--- config.mk ---
export PLATFORM = sky130hd
export DESIGN_NAME = branch_resolve_unit_flat
export DESIGN_NICKNAME = d
export VERILOG_FILES = /design/src/rtl/branch_resolve_unit_if.sv /design/src/rtl/branch_resolve_unit.sv /design/src/flat_wrapper.sv
export SDC_FILE = /design/constraint.sdc
export NUM_CORES = 1
export LEC_CHECK = 0
export CAP_MARGIN = 10
export CORE_ASPECT_RATIO = 0.5
export CORE_MARGIN = 3
export CORE_UTILIZATION = 32
export CTS_BUF_LIST = sky130_fd_sc_hd__clkbuf_4 sky130_fd_sc_hd__clkbuf_8 sky130_fd_sc_hd__clkbuf_16
export DETAILED_ROUTE_END_ITERATION = 6
export PLACE_DENSITY_LB_ADDON = 0.3
export SYNTH_ARGS = -nofsm -noshare
export SYNTH_HDL_FRONTEND = slang
export SYNTH_SLANG_ARGS = --single-unit
--- constraint.sdc ---
create_clock -name clk_pi -period 2.7 [get_ports clk_pi]
set_input_delay 0.54 -clock clk_pi [delete_from_list [all_inputs] [get_ports clk_pi]]
set_output_delay 0.54 -clock clk_pi [all_outputs]
set_load 0.02 [all_outputs]
--- src/rtl/branch_resolve_unit_if.sv ---
// ============================================================================
// Module   : branch_resolve_unit_if
// Purpose  : Bundles the request, result, statistics and predictor-lookup
//            signals of the branch resolution stage into one interface.
// Revision : 1.0 - initial release
// ============================================================================
`default_nettype none

interface branch_resolve_unit_if #(
    parameter int DATA_W = 16,
    parameter int PC_W   = 16,
    parameter int STAT_W = 16
);
    // Request side
    logic              in_valid_pi;
    logic [2:0]        br_op_pi;
    logic              signed_pi;
    logic [DATA_W-1:0] reg1_data_pi;
    logic [DATA_W-1:0] reg2_data_pi;
    logic              alu_carry_bit_pi;
    logic [PC_W-1:0]   pc_pi;
    logic [PC_W-1:0]   target_pi;
    logic              pred_taken_pi;
    logic              flush_pi;

    // Fetch-time predictor lookup
    logic [PC_W-1:0]   fetch_pc_pi;
    logic              predict_taken_po;

    // Result side
    logic              out_valid_po;
    logic              is_branch_taken_po;
    logic              mispredict_po;
    logic [PC_W-1:0]   redirect_pc_po;
    logic [STAT_W-1:0] branch_count_po;
    logic [STAT_W-1:0] mispredict_count_po;

    modport master (
        output in_valid_pi, br_op_pi, signed_pi, reg1_data_pi, reg2_data_pi,
        output alu_carry_bit_pi, pc_pi, target_pi, pred_taken_pi, flush_pi,
        output fetch_pc_pi,
        input  predict_taken_po, out_valid_po, is_branch_taken_po, mispredict_po,
        input  redirect_pc_po, branch_count_po, mispredict_count_po
    );

    modport slave (
        input  in_valid_pi, br_op_pi, signed_pi, reg1_data_pi, reg2_data_pi,
        input  alu_carry_bit_pi, pc_pi, target_pi, pred_taken_pi, flush_pi,
        input  fetch_pc_pi,
        output predict_taken_po, out_valid_po, is_branch_taken_po, mispredict_po,
        output redirect_pc_po, branch_count_po, mispredict_count_po
    );
endinterface

`default_nettype wire

--- src/rtl/branch_resolve_unit.sv ---
// ============================================================================
// Module   : branch_resolve_unit
// Purpose  : One-cycle registered branch resolution with a 2-bit saturating
//            predictor table and saturating branch/mispredict statistics.
// Revision : 1.0 - initial release
// ============================================================================
`default_nettype none

module branch_resolve_unit #(
    parameter int DATA_W = 16,
    parameter int PC_W   = 16,
    parameter int IDX_W  = 4,
    parameter int STAT_W = 16
) (
    input  wire logic               clk_pi,
    input  wire logic               reset_pi,
    branch_resolve_unit_if.slave    bus
);

    localparam int         c_DEPTH  = 2 ** IDX_W;
    localparam logic [2:0] c_OP_NONE  = 3'd0;
    localparam logic [2:0] c_OP_EQ    = 3'd1;
    localparam logic [2:0] c_OP_GE    = 3'd2;
    localparam logic [2:0] c_OP_LE    = 3'd3;
    localparam logic [2:0] c_OP_CARRY = 3'd4;
    localparam logic [2:0] c_OP_NE    = 3'd5;
    localparam logic [2:0] c_OP_GT    = 3'd6;
    localparam logic [2:0] c_OP_LT    = 3'd7;
    localparam logic [1:0] c_CTR_INIT = 2'b01;

    logic [1:0]        r_ctr [c_DEPTH];
    logic              r_out_valid;
    logic              r_taken;
    logic              r_mispredict;
    logic [PC_W-1:0]   r_redirect_pc;
    logic [STAT_W-1:0] r_branch_cnt;
    logic [STAT_W-1:0] r_mispredict_cnt;

    logic              w_eq;
    logic              w_lt;
    logic              w_gt;
    logic              w_taken;
    logic              w_accept;
    logic              w_mispredict;
    logic [IDX_W-1:0]  w_idx;
    logic [IDX_W-1:0]  w_fetch_idx;
    logic [1:0]        w_ctr_cur;
    logic [1:0]        w_ctr_next;
    logic [PC_W-1:0]   w_redirect_pc;

    // ------------------------------------------------------------------
    // Condition evaluation
    // ------------------------------------------------------------------
    assign w_eq = (bus.reg1_data_pi == bus.reg2_data_pi);

    always_comb begin
        w_lt = 1'b0;
        w_gt = 1'b0;
        if (bus.signed_pi) begin
            w_lt = ($signed(bus.reg1_data_pi) < $signed(bus.reg2_data_pi));
            w_gt = ($signed(bus.reg2_data_pi) < $signed(bus.reg1_data_pi));
        end else begin
            w_lt = (bus.reg1_data_pi < bus.reg2_data_pi);
            w_gt = (bus.reg2_data_pi < bus.reg1_data_pi);
        end
    end

    always_comb begin
        w_taken = 1'b0;
        case (bus.br_op_pi)
            c_OP_NONE:  w_taken = 1'b0;
            c_OP_EQ:    w_taken = w_eq;
            c_OP_GE:    w_taken = ~w_lt;
            c_OP_LE:    w_taken = ~w_gt;
            c_OP_CARRY: w_taken = bus.alu_carry_bit_pi;
            c_OP_NE:    w_taken = ~w_eq;
            c_OP_GT:    w_taken = w_gt;
            c_OP_LT:    w_taken = w_lt;
            default:    w_taken = 1'b0;
        endcase
    end

    assign w_accept      = bus.in_valid_pi & (bus.br_op_pi != c_OP_NONE) & ~bus.flush_pi;
    assign w_mispredict  = (w_taken != bus.pred_taken_pi);
    assign w_redirect_pc = w_taken ? bus.target_pi : (bus.pc_pi + PC_W'(1));

    // ------------------------------------------------------------------
    // Predictor table: saturating 2-bit counters indexed by low PC bits
    // ------------------------------------------------------------------
    assign w_idx     = bus.pc_pi[IDX_W-1:0];
    assign w_ctr_cur = r_ctr[w_idx];

    always_comb begin
        w_ctr_next = w_ctr_cur;
        if (w_taken) begin
            if (w_ctr_cur != 2'b11) w_ctr_next = w_ctr_cur + 2'b01;
        end else begin
            if (w_ctr_cur != 2'b00) w_ctr_next = w_ctr_cur - 2'b01;
        end
    end

    always_ff @(posedge clk_pi or posedge reset_pi) begin
        if (reset_pi) begin
            for (int i = 0; i < c_DEPTH; i++) begin
                r_ctr[i] <= c_CTR_INIT;
            end
        end else if (w_accept) begin
            r_ctr[w_idx] <= w_ctr_next;
        end
    end

    // Lookup reads the registered table, so a same-cycle update is seen next cycle
    assign w_fetch_idx          = bus.fetch_pc_pi[IDX_W-1:0];
    assign bus.predict_taken_po = r_ctr[w_fetch_idx][1];

    // ------------------------------------------------------------------
    // Result and statistics registers
    // ------------------------------------------------------------------
    always_ff @(posedge clk_pi or posedge reset_pi) begin
        if (reset_pi) begin
            r_out_valid      <= 1'b0;
            r_taken          <= 1'b0;
            r_mispredict     <= 1'b0;
            r_redirect_pc    <= '0;
            r_branch_cnt     <= '0;
            r_mispredict_cnt <= '0;
        end else begin
            r_out_valid <= w_accept;
            if (w_accept) begin
                r_taken       <= w_taken;
                r_mispredict  <= w_mispredict;
                r_redirect_pc <= w_redirect_pc;
                if (~&r_branch_cnt) begin
                    r_branch_cnt <= r_branch_cnt + STAT_W'(1);
                end
                if (w_mispredict && (~&r_mispredict_cnt)) begin
                    r_mispredict_cnt <= r_mispredict_cnt + STAT_W'(1);
                end
            end
        end
    end

    assign bus.out_valid_po        = r_out_valid;
    assign bus.is_branch_taken_po  = r_taken;
    assign bus.mispredict_po       = r_mispredict & r_out_valid;
    assign bus.redirect_pc_po      = r_redirect_pc;
    assign bus.branch_count_po     = r_branch_cnt;
    assign bus.mispredict_count_po = r_mispredict_cnt;

    // Only the low fetch-PC bits address the table
    logic w_unused_fetch_hi;
    assign w_unused_fetch_hi = ^bus.fetch_pc_pi;

endmodule

`default_nettype wire
--- src/flat_wrapper.sv ---
// flat-port wrapper written by rule: the top's interface ports become plain ports
module branch_resolve_unit_flat 
#(
    parameter int DATA_W = 16,
    parameter int PC_W   = 16,
    parameter int IDX_W  = 4,
    parameter int STAT_W = 16
)
  (clk_pi, reset_pi, bus_in_valid_pi, bus_br_op_pi, bus_signed_pi, bus_reg1_data_pi, bus_reg2_data_pi, bus_alu_carry_bit_pi, bus_pc_pi, bus_target_pi, bus_pred_taken_pi, bus_flush_pi, bus_fetch_pc_pi, bus_predict_taken_po, bus_out_valid_po, bus_is_branch_taken_po, bus_mispredict_po, bus_redirect_pc_po, bus_branch_count_po, bus_mispredict_count_po);
  branch_resolve_unit_if #(.DATA_W(DATA_W), .PC_W(PC_W), .STAT_W(STAT_W)) bus_i ();
  input  wire logic clk_pi;
  input  wire logic reset_pi;
  input wire logic [$bits(bus_i.in_valid_pi)-1:0] bus_in_valid_pi;
  input wire logic [$bits(bus_i.br_op_pi)-1:0] bus_br_op_pi;
  input wire logic [$bits(bus_i.signed_pi)-1:0] bus_signed_pi;
  input wire logic [$bits(bus_i.reg1_data_pi)-1:0] bus_reg1_data_pi;
  input wire logic [$bits(bus_i.reg2_data_pi)-1:0] bus_reg2_data_pi;
  input wire logic [$bits(bus_i.alu_carry_bit_pi)-1:0] bus_alu_carry_bit_pi;
  input wire logic [$bits(bus_i.pc_pi)-1:0] bus_pc_pi;
  input wire logic [$bits(bus_i.target_pi)-1:0] bus_target_pi;
  input wire logic [$bits(bus_i.pred_taken_pi)-1:0] bus_pred_taken_pi;
  input wire logic [$bits(bus_i.flush_pi)-1:0] bus_flush_pi;
  input wire logic [$bits(bus_i.fetch_pc_pi)-1:0] bus_fetch_pc_pi;
  output wire logic [$bits(bus_i.predict_taken_po)-1:0] bus_predict_taken_po;
  output wire logic [$bits(bus_i.out_valid_po)-1:0] bus_out_valid_po;
  output wire logic [$bits(bus_i.is_branch_taken_po)-1:0] bus_is_branch_taken_po;
  output wire logic [$bits(bus_i.mispredict_po)-1:0] bus_mispredict_po;
  output wire logic [$bits(bus_i.redirect_pc_po)-1:0] bus_redirect_pc_po;
  output wire logic [$bits(bus_i.branch_count_po)-1:0] bus_branch_count_po;
  output wire logic [$bits(bus_i.mispredict_count_po)-1:0] bus_mispredict_count_po;
  assign bus_i.in_valid_pi = bus_in_valid_pi;
  assign bus_i.br_op_pi = bus_br_op_pi;
  assign bus_i.signed_pi = bus_signed_pi;
  assign bus_i.reg1_data_pi = bus_reg1_data_pi;
  assign bus_i.reg2_data_pi = bus_reg2_data_pi;
  assign bus_i.alu_carry_bit_pi = bus_alu_carry_bit_pi;
  assign bus_i.pc_pi = bus_pc_pi;
  assign bus_i.target_pi = bus_target_pi;
  assign bus_i.pred_taken_pi = bus_pred_taken_pi;
  assign bus_i.flush_pi = bus_flush_pi;
  assign bus_i.fetch_pc_pi = bus_fetch_pc_pi;
  assign bus_predict_taken_po = bus_i.predict_taken_po;
  assign bus_out_valid_po = bus_i.out_valid_po;
  assign bus_is_branch_taken_po = bus_i.is_branch_taken_po;
  assign bus_mispredict_po = bus_i.mispredict_po;
  assign bus_redirect_pc_po = bus_i.redirect_pc_po;
  assign bus_branch_count_po = bus_i.branch_count_po;
  assign bus_mispredict_count_po = bus_i.mispredict_count_po;
  branch_resolve_unit #(.DATA_W(DATA_W), .PC_W(PC_W), .IDX_W(IDX_W), .STAT_W(STAT_W)) u_core (.clk_pi(clk_pi), .reset_pi(reset_pi), .bus(bus_i));
endmodule
Yosys cells after proc, flatten, opt, wreduce, memory -nomap -nowiden
Cells that the tools add are included.
- word-level logic and storage cells: 80
- bits of input ports: 90
- output and inout bits: 52
- register bits: 83
- reductions and logical operators: 10
- order comparisons: 7
- multiplexer cells: 16
- bitwise gates (word level): 10
- equality and inequality tests: 10
- $add $sub $neg: 5
- operator list (operator ; count):
    less-than comparator 16 bit ; 4
    adder 16 x 1 -> 16 bit, second input constant ; 3
    bitwise mux 32 bit ; 1
    AND reduction 16 bit ; 2
    binary-select mux 2 bit (select 4 bit) ; 2
    equality test 16 bit ; 1
    two-way mux 16 bit ; 1
    two-way mux 2 bit ; 8
    equality test 3 bit, second input constant ; 4
    >= comparator 5 bit, second input constant ; 2
    NOT 4 -> 5 bit ; 2
    demux 2 bit (select 4 bit) ; 1
    case mux 1 bit (8 select lines) ; 1
    equality test 3 x 2 -> 1 bit, second input constant ; 2
    less-than comparator 5 x 1 -> 1 bit, second input constant ; 1
    NOT 1 bit ; 5
    AND reduction 2 bit ; 2
    bitwise AND 1 bit ; 3
    equality test 3 x 1 -> 1 bit, second input constant ; 1
    logical NOT 3 bit ; 1
    nonzero test 3 bit ; 1
    adder 2 x 1 -> 2 bit, second input constant ; 1
    logical AND 1 bit ; 2
    two-way mux 1 bit ; 2
    5 further kinds ; 5

Depth between registers and ports, before layout
- depth in word-level cells: 8
- gate-level depth with buffers: 13
- mapped depth without buffers: 11

Least setup slack after synthesis
No wires, ideal clock.
- path type: input to register
- from: input port bus_reg2_data_pi[15]
- to: register u_core.r_mispredict_cnt[1] (netlist: u_core.bus.mispredict_count_po[1])
- buffers on the path: 0
- required time: 2575 ps
- stages on the path: 11
- path slack: -403 ps
- data arrival time: 2979 ps
- path through: inv_1 > ha_1 > nand4_1 > nor3_2 > o21ai_1 > and4_1 > o311ai_2 > nand4_2 > nor3_1 > or2_1 > mux2_2
- word-level cells in the longest chain between the ends: 7
- elaborated cells between the ends (all ways): 14
- those cells by class: order compare (4); eq/ne (2); mux (3); bitwise (3); reduce/logical (2)
- RTL lines (item ; RTL line ; source):
    start, declared ; flat_wrapper.sv:17 ; input wire logic [$bits(bus_i.reg2_data_pi)-1:0] bus_reg2_data_pi;
    less-than comparator 16 bit (on tied branches) ; -- ;
    two-way mux 1 bit ; branch_resolve_unit.sv:59 ; if (bus.signed_pi) begin
    NOT 1 bit (on tied branches) ; branch_resolve_unit.sv:74, branch_resolve_unit.sv:73 ;
    case mux 1 bit (8 select lines) * ; branch_resolve_unit.sv:70 ; case (bus.br_op_pi)
    != test 1 bit * ; branch_resolve_unit.sv:84 ; assign w_mispredict = (w_taken != bus.pred_taken_pi);
    logical AND 1 bit * ; branch_resolve_unit.sv:136 ; if (w_mispredict && (~&r_mispredict_cnt)) begin
    AND reduction 2 bit (no source line) * ; -- ;
    end signal, assigned ; branch_resolve_unit.sv:137 ; r_mispredict_cnt <= r_mispredict_cnt + STAT_W'(1);
    end, declared ; branch_resolve_unit.sv:37 ; logic [STAT_W-1:0] r_mispredict_cnt;
Every way passes the cells marked *; elsewhere a longest branch is shown, timed or not.
A chain may end at the register's enable or synchronous reset.

Worst setup path after layout
- from: input port bus_reg2_data_pi[10]
- to: register u_core.r_ctr[16] (netlist name)
- word-level cells in the longest chain between the ends: 6
- elaborated cells between the ends (all ways): 13
- those cells by class: order compare (4); eq/ne (1); mux (5); bitwise (3)
- RTL lines (item ; RTL line ; source):
    less-than comparator 16 bit (on tied branches) ; -- ;
    two-way mux 1 bit ; branch_resolve_unit.sv:59 ;
    NOT 1 bit (on tied branches) ; branch_resolve_unit.sv:74, branch_resolve_unit.sv:73 ;
    case mux 1 bit (8 select lines) * ; branch_resolve_unit.sv:70 ;
    two-way mux 2 bit * ; branch_resolve_unit.sv:95 ; if (w_taken) begin
    bitwise mux 32 bit * ; branch_resolve_unit.sv:108 ; r_ctr[w_idx] <= w_ctr_next;
    end signal, assigned by index ; branch_resolve_unit.sv:105 ; r_ctr[i] <= c_CTR_INIT;
    end signal, assigned by index ; branch_resolve_unit.sv:108 ;
    end, declared ; branch_resolve_unit.sv:31 ; logic [1:0] r_ctr [c_DEPTH];
Marks and branches as above.

==> results.md <==
- Clk slew on worst S/H paths: 0.06 ns
- Hold Slack: 0.479 ns
- Setup ws final: -0.170 ns
- HP Class: flop to flop
- Slew Limit Headroom: between 60% and 70%
- Die width: 190 µm
- Area delta synth->final: 49.3%
- Yosys reg bits: 83
- Root Buffer: clkbuf_16
- Initial Utilization: 33.9%
- Violated checks: negative setup slack
- Syn Nets: 661
- # hold bufs at CTS: 0
- Ratio of cells with drive above 1 in the final layout: 32.2%
- Fin crit share: 106%
- Pin slew with the least headroom to its limit: around 0.53 ns
- Placed insts: 925
- Core Region: about 16000 µm²
- Die footprint: 18600 µm²
- Drt first pass iters: 5
- RSZ-0062 raised after global routing: yes
- Avg Cell Area, Syn: 10.1 µm²
- CTS tree: done
- Clk sinks: 83
- Async set-or-reset flop fraction in the synthesized netlist: 100%
- Hold Fails Final Rpt: 0
- Slew Limit Fails: 0
- Remaining Overflow, GRT: 0
- Final net count: about 850
- Leakage: 0.00359 µW
- Num CTS Buffers: 9
- Initial antenna violation count: 0
- Status: finished, violations left
- Tmin final: 2.87 ns
- Crit path launch type: primary input
- All-Layer GR Usage: between 15 and 20%
- Placer Congestion: 0.794
- Crit. End Element: flop
- Detailed-route via count: 4601
- Sequential area share after synthesis: 38.8%
- Synth area leader: dfrtp_1
- Clk_lat worst skew: 0.34 ns
- First-pass GRT wire length: 24200 µm
- Synth area leaders: dfrtp_1, ha_1, dfstp_2
- Count of cell types in the netlist: 54
- Vias in the first global route: 4791
- Gate Count Post-Synth: 533
- Final std cells w/o fill: 951
- Initial DRC count: around 170
- CTS max path bufs: 2
- WP data required: slightly below 3 ns
- Max Freq: 348 MHz
- Drt total wl: 14700 µm
- IO Pins: 142
- Cell Pwr Density: 544 nW/µm²
- Setup_tns: -5.29 ns
- Drt via density: around 4.8
- Filler cell count: approximately 1500
- Clk_skew: 0.00824 ns
- Final Total Pwr: around 4400 µW
- Post-synth EDFFs: 0
- # setup viols final: 46
- Antenna Cells: 0
- Max IR drop VDD: 0.000270 V
- Synth Flop Type: dfrtp_1
- Crit path DAT: around 3.1 ns
- Mapped Area: 5400 µm²
- DRC viols: 0
- Hpwl dp: 11100 µm
- H-tree Lvls: 3
- DR WL/cell: 15.4 µm
- Setup CP Type: primary input to flop
- Most frequent cells in the layout: clkdlybuf4s50_1, dfrtp_1, nand2_1
- Synth Warn #: 0
- Largest net degree at the start of global routing: 84
- Commonest non-fill, non-tap cell in the layout: clkdlybuf4s50_1
- Number of max-cap violations: 0
- # rows: 32
- Post-route ant nets: 0
- Post-synth top area share: 31.0%
- Worst-path maximum fanout: 8
- Die Ht: 97.9 µm
- PortBufs: 129
[layout make-up]
cell class,count,area (µm²),area share (%)
clock inverters,7,73.8,0.915
inverters,43,183,2.27
well taps,221,277,3.43
flip-flops and latches,83,2100,26.0
repair buffers,198,1840,22.8
multi-input cells,390,3370,41.8
clock buffers,9,225,2.79
[worst paths after layout]
kind / startpoint / to / slack [ns] / cells after the start
min: u_core.bus.redirect_pc_po[12]$_DFFE_PP0P_ / u_core.bus.redirect_pc_po[12]$_DFFE_PP0P_ / 0.48 / 2
max: bus_reg2_data_pi[10] / u_core.r_ctr[16]$_DFFE_PP1P_ / -0.17 / 15
min in group asynchronous: reset_pi / u_core.bus.mispredict_count_po[14]$_DFFE_PP0P_ / 0.61 / 3
max in group asynchronous: reset_pi / u_core.r_ctr[18]$_DFFE_PP1P_ / 1.71 / 3
max reg2reg: u_core.bus.mispredict_count_po[9]$_DFFE_PP0P_ / u_core.bus.mispredict_count_po[4]$_DFFE_PP0P_ / 0.30 / 8
min reg2reg: u_core.bus.redirect_pc_po[12]$_DFFE_PP0P_ / u_core.bus.redirect_pc_po[12]$_DFFE_PP0P_ / 0.48 / 2
[logic make-up (layout without fill, tap and decap cells)]
logic type               after synthesis  count (layout)  share of synthesized area, %
AO/OA/AOI/OAI                         74              74                          8.23
adder cells (fa/ha/maj)               40              41                          9.20
flip-flops                            83              83                          38.8
multiplexers                          65              65                          16.4
AND/OR/NAND/NOR                      166             166                          15.5
buffers and inverters                 61             257                          4.70
XOR/XNOR                              44              44                          7.14
[cell usage after synthesis, drive strengths merged, types with 6 or more instances]
| library cell | count |
|---|---|
| xor2 | 12 |
| and4 | 6 |
| ha | 38 |
| nor2 | 17 |
| mux2 | 36 |
| nand4 | 9 |
| mux2i | 14 |
| nor3 | 13 |
| inv | 42 |
| mux4 | 15 |
| a21oi | 25 |
| o21ai | 29 |
| nand3 | 29 |
| dfrtp | 67 |
| clkbuf | 11 |
| and3 | 12 |
| buf | 7 |
| xnor2 | 32 |
| nand2 | 59 |
| dfstp | 16 |
[sequential cells by signal, summed over array words and instances (netlist names)]
signal and cells:
u_core.bus.is_branch_taken_po 1, u_core.bus.mispredict_count_po 16, u_core.bus.redirect_pc_po 16, u_core.r_ctr 32, u_core.bus.branch_count_po 16, u_core.r_mispredict 1, u_core.bus.out_valid_po 1
[what timing repair did]
action / in CTS / in global routing
buffers inserted: 6 / 3
pin swaps: 29 / 23
gates cloned: 2 / 0
setup endpoints to repair: 67 / 65
gates resized for setup: 158 / 24
[worst max-delay path, cell delays in order]
cell,delay [ns]
buf_2,0.10
inv_2,0.04
ha_4,0.26
nand4_1,0.11
buf_4,0.16
nor3_2,0.20
o21ai_2,0.10
and3b_4,0.22
o32ai_2,0.27
o21a_2,0.20
nor2_4,0.06
buf_6,0.13
maj3_2,0.33
buf_6,0.15
mux2_4,0.26
[power by group]
group / leakage [µW] / switching, µW / internal (µW) / total, µW
Combinational: 0.00240 / 672 / 782 / 1450
Sequential: 0.00105 / 170 / 1510 / 1680
Clock: 0.000147 / 532 / 724 / 1260
Total: 0.00359 / 1370 / 3010 / 4390
[per-stage QoR]
stage / cell area [µm²] / utilization [%] / setup WS, ns
floorplan: 5550 / - / -0.312
global placement: 7520 / 47.2 / -1.04
detailed placement: 7520 / 47.2 / -1.08
CTS: 7960 / 50.0 / -0.156
global route: 8060 / 50.6 / -0.282
finish: 8060 / 50.6 / -0.170
[layer usage]
metal / vias to the layer above / track usage [%] / share of wire (%)
li1: 2248 / - / -
met1: 2271 / 20.3 / 44
met2: 71 / 28.0 / 52
met3: 11 / 3.19 / 3.3
met4: 0 / 3.80 / 1.1
met5: - / 0 / 0
Power figures use the tool's default switching activity.
